<file path="src/rtl/fetch_sequencer.sv">
// Instruction-fetch controller: owns the PC, holds the fetch address for a
// programmable settle time, then latches the returned word.
module fetch_sequencer #(
    parameter int ADDR_W = 16,
    parameter int DATA_W = 32,
    parameter int WAIT_CYCLES = 1,
    parameter logic [ADDR_W-1:0] RESET_PC = '0
) (
    input  logic              clk,
    input  logic              rst_n,
    input  logic              fetch_req,
    input  logic              redirect_valid,
    input  logic [ADDR_W-1:0] redirect_pc,
    output logic [ADDR_W-1:0] inst_address,
    input  logic [DATA_W-1:0] read_data,
    output logic [DATA_W-1:0] instr,
    output logic              instr_valid,
    output logic              fetch_busy,
    output logic [ADDR_W-1:0] pc,
    output logic [15:0]       fetch_count
);

    typedef enum logic {
        ST_IDLE = 1'b0,
        ST_WAIT = 1'b1
    } state_t;

    localparam logic [3:0] LAST = 4'(WAIT_CYCLES - 1);

    state_t            state, state_n;
    logic [3:0]        cnt, cnt_n;
    logic [ADDR_W-1:0] pc_n;
    logic [DATA_W-1:0] instr_n;
    logic              valid_n;
    logic [15:0]       count_n;

    always_ff @(posedge clk) begin
        if (!rst_n) begin
            state       <= ST_IDLE;
            cnt         <= '0;
            pc          <= RESET_PC;
            instr       <= '0;
            instr_valid <= 1'b0;
            fetch_count <= '0;
        end else begin
            state       <= state_n;
            cnt         <= cnt_n;
            pc          <= pc_n;
            instr       <= instr_n;
            instr_valid <= valid_n;
            fetch_count <= count_n;
        end
    end

    always_comb begin
        state_n = state;
        cnt_n   = cnt;
        pc_n    = pc;
        instr_n = instr;
        valid_n = 1'b0;
        count_n = fetch_count;
        case (state)
            ST_IDLE: begin
                // a redirect drops any fetch request in the same cycle
                if (redirect_valid) begin
                    pc_n = redirect_pc;
                end else if (fetch_req) begin
                    state_n = ST_WAIT;
                    cnt_n   = '0;
                end
            end
            ST_WAIT: begin
                if (redirect_valid) begin
                    pc_n    = redirect_pc;
                    state_n = ST_IDLE;
                end else if (cnt == LAST) begin
                    instr_n = read_data;
                    pc_n    = pc + ADDR_W'(1);
                    count_n = fetch_count + 16'd1;
                    valid_n = 1'b1;
                    state_n = ST_IDLE;
                end else begin
                    cnt_n = cnt + 4'd1;
                end
            end
            default: state_n = ST_IDLE;
        endcase
    end

    assign inst_address = pc;
    assign fetch_busy   = (state == ST_WAIT);

endmodule
</file>
<file path="config.mk">
export PLATFORM = sky130hd
export DESIGN_NAME = fetch_sequencer
export DESIGN_NICKNAME = d
export VERILOG_FILES = /design/src/rtl/fetch_sequencer.sv
export SDC_FILE = /design/constraint.sdc
export NUM_CORES = 1
export LEC_CHECK = 0
export CORE_MARGIN = 3
export CORE_UTILIZATION = 31
export CTS_CLUSTER_SIZE = 8
export DETAILED_ROUTE_END_ITERATION = 6
export PLACE_DENSITY = 0.69
export SLEW_MARGIN = 0
export SYNTH_ARGS = -nofsm -noshare
export SYNTH_HDL_FRONTEND = slang
export SYNTH_SLANG_ARGS = --single-unit
</file>
<file path="constraint.sdc">
create_clock -name clk -period 2.3 [get_ports clk]
set_input_delay 0.46 -clock clk [delete_from_list [all_inputs] [get_ports clk]]
set_output_delay 0.46 -clock clk [all_outputs]
set_load 0.005 [all_outputs]
</file>
==> results of run 1 <==
-- kinds of logic after synthesis --
kind of cell    count (synthesis)  share of synthesized area, %
simple gates                  167                          26.0
buf+inv                        43                          7.19
compound gates                 86                          15.7
xor+xnor                       15                          4.06
fa+ha+maj                       4                          1.55
flops                          70                          43.3
mux                             7                          2.21
-- path summary, 6_finish.rpt --
kind / slack, ns / from / end
hold reg to reg: 0.46 / instr[17] / instr[17]
setup reg to reg: 0.32 / inst_address[1] / inst_address[14]
hold / removal: 0.46 / instr[17] / instr[17]
setup / recovery: 0.32 / inst_address[1] / inst_address[14]
-- flip-flops by register name, indices dropped and copies added, names as in the netlist --
signal / cells
instr: 32
fetch_count: 16
cnt: 4
inst_address: 16
fetch_busy: 1
instr_valid: 1
-- final cells by class --
| class | instances | area share [%] |
|---|---|---|
| clock buffers | 10 | 2.81 |
| clock inverters | 6 | 2.23 |
| inverters | 7 | 0.537 |
| multi-input cells | 279 | 32.7 |
| flip-flops and latches | 70 | 28.6 |
| well taps | 133 | 3.40 |
| repair buffers | 144 | 29.7 |
-- critical path, stage by stage (launching register included) --
cell and delay (ns):
dfxtp_1 0.48, ha_1 0.34, and3_1 0.22, nand2_1 0.13, o41a_1 0.43, o311a_1 0.29
-- metrics by stage --
stage / util (%) / instance area, sq um
4_1_cts: 49.1 / 4890
6_report: 49.1 / 4890
2_1_floorplan: - / 3230
3_5_place_dp: 46.7 / 4650
5_1_grt: 49.1 / 4890
3_3_place_gp: 46.7 / 4650
-- power breakdown --
| part | internal [uW] | switching, uW | total [uW] |
|---|---|---|---|
| clock network | 748 | 466 | 1210 |
| logic | 227 | 144 | 372 |
| registers | 1250 | 44.5 | 1290 |
| total | 2220 | 655 | 2880 |
-- per-layer routing --
metal / track usage [%] / up-vias / wire length [um]
li1: - / 1596 / -
met1: 19.7 / 1562 / 4010
met2: 29.4 / 105 / 4860
met3: 5.73 / 7 / 713
met4: 3.52 / 0 / 68
met5: 0 / - / 0
-- layout by cell type (no fill, tap or decap), types with 2 or more instances in the layout --
cell,n
clkdlybuf4s50_1,133
nand2_1,80
dfxtp_1,70
a21oi_1,44
nor2_1,21
o21ai_0,16
nand3_1,14
nand4_1,10
clkbuf_8,10
xnor2_1,9
buf_4,8
inv_1,6
xor2_1,6
or3_1,6
mux2i_1,6
and3_1,5
nor3_1,5
nand2b_1,5
a22oi_1,5
o31ai_1,4
ha_1,4
and4_1,3
nor4_1,3
a311oi_1,3
a211oi_1,3
bufinv_16,3
buf_12,3
a31oi_1,2
nor2b_1,2
clkinv_2,2
==> flow_summary.toml, run 1 <==
[synth]
ys.flop_type = "dfxtp_1"
seq_area_frac_synth_pct = 43.3
syn_inst = 392
syn-cell-area_sq_mm = 0.00323
synth_common_cells = "80 x nand2_1, 70 x dfxtp_1, 44 x a21oi_1, 21 x nor2_1"
netlist_top_cells_area = "dfxtp_1 43%, nand2_1 9.3%, a21oi_1 6.8%, buf_4 3.7%, o21ai_0 2.5%"
syn-num-nets = 448
synth-async-reset-ratio_pct = 0
synth_edf_count = 0
synth.largest_area_cell = "dfxtp_1"
avgSynthCellArea_sq_um = 8.25
synth_top_cell_area_share_pct = 43.3
ys_warn_count = 0
ys_ff_latch = 70
ys_types = 53
synth.most_common_cell = "nand2_1"

[clock_tree]
cts_buffer_depth = 2
clock-root-buffer = "clkbuf_8"
ctsResizeCount = 0
ctsHoldBuffers = 0
tritoncts = "yes"
cts_inserted_buffers = 9
clock_latency_ns = 0.35
clkTransAtPathRegs_ns = 0.08
cts_sinks = 70
htreeDepth = 3
post-cts-setup-buffers = 0

[power_and_ir_drop]
ir_drop_mv = 0.355
total_leakage_power_uw = 0.00169
total_power_uw = 2880
power.density_mw_per_mm2 = 588

[global_route]
grt_pass1_wl_um = 15600
grtUsageTotal_pct = 16.7
grt_max_degree = 46
grt_pass1_vias = 3147
gr-total-overflow = 0
antenna_found_initial = 0

[timing]
setup_ws_ns = 0.319
final-hold-violation-count = 0
worst_pin_slew_ns = 0.423
clock-skew-final_ns = 0.0176
rsz0062_at_grt = "no"
finalCritPeriodShare_pct = 86.1
setup_viol = 0
hold_ws_ns = 0.456
maxSlewHeadroom_pct = 71.7
period_needed_ns = 1.98
fmax_mhz = 505
setup_tns_ns = 0
slew_viol_final = 0

[setup_path]
critPathCaptureType = "register"
worstPathArrival_ns = 2.22
worst_setup_path_start_kind = "register"
cp.required_ns = 2.54
cp_max_fo = 7
critPathKind = "register to register"
reg2reg_depth = 5

[layout]
nNetsFinal = 567
register_area_sq_mm = 0.00140
finalNonFillerCells = 649
antennaDiodeCount = 0
area_growth_pct = 51.3
layout-drive-gt1-share_pct = 6.98
multiInputGateArea_sq_mm = 0.00160
nFillCells = 940

[placed_design]
io_buffer_count = 133
dp_hpwl_um = 7030
pre_cts_ws_ns = 0.208
place.gp.congestion = 0.830
numPlacedInstances = 633

[run_status]
status = "finished, final reports clean"

[drt]
drt_wl_total_um = 9650
num_vias = 3270
drt_iter0_markers = 105
first_pass_iters = 4
vias_per_cell = 5.04
ant_nets = 0
wl_per_cell_um = 14.9
drc = 0

[floorplan]
dieArea_sq_mm = 0.0117
fp.dieW_um = 108
rows = 36
pin_count = 134
die_height_um = 108
coreArea_sq_mm = 0.00995
initial_core_util_pct = 32.5

[worst_hold_path]
hold_path_depth = 2
hold_path_class = "register to register"

[run]
max_cap_violations = 0
Note: power is estimated with default switching activity, not from simulation.
==> run 2, diff against run 1 <==
--- a/config.mk
+++ b/config.mk
@@ -5,10 +5,12 @@
 export SDC_FILE = /design/constraint.sdc
 export NUM_CORES = 1
 export LEC_CHECK = 0
+export CAP_MARGIN = 20
 export CORE_MARGIN = 3
 export CORE_UTILIZATION = 31
 export CTS_CLUSTER_SIZE = 8
 export DETAILED_ROUTE_END_ITERATION = 6
+export HOLD_SLACK_MARGIN = 0.12
 export PLACE_DENSITY = 0.69
 export SLEW_MARGIN = 0
 export SYNTH_ARGS = -nofsm -noshare
==> results of run 2 <==
Final layout, timing and power as in run 1 (identical DEF).
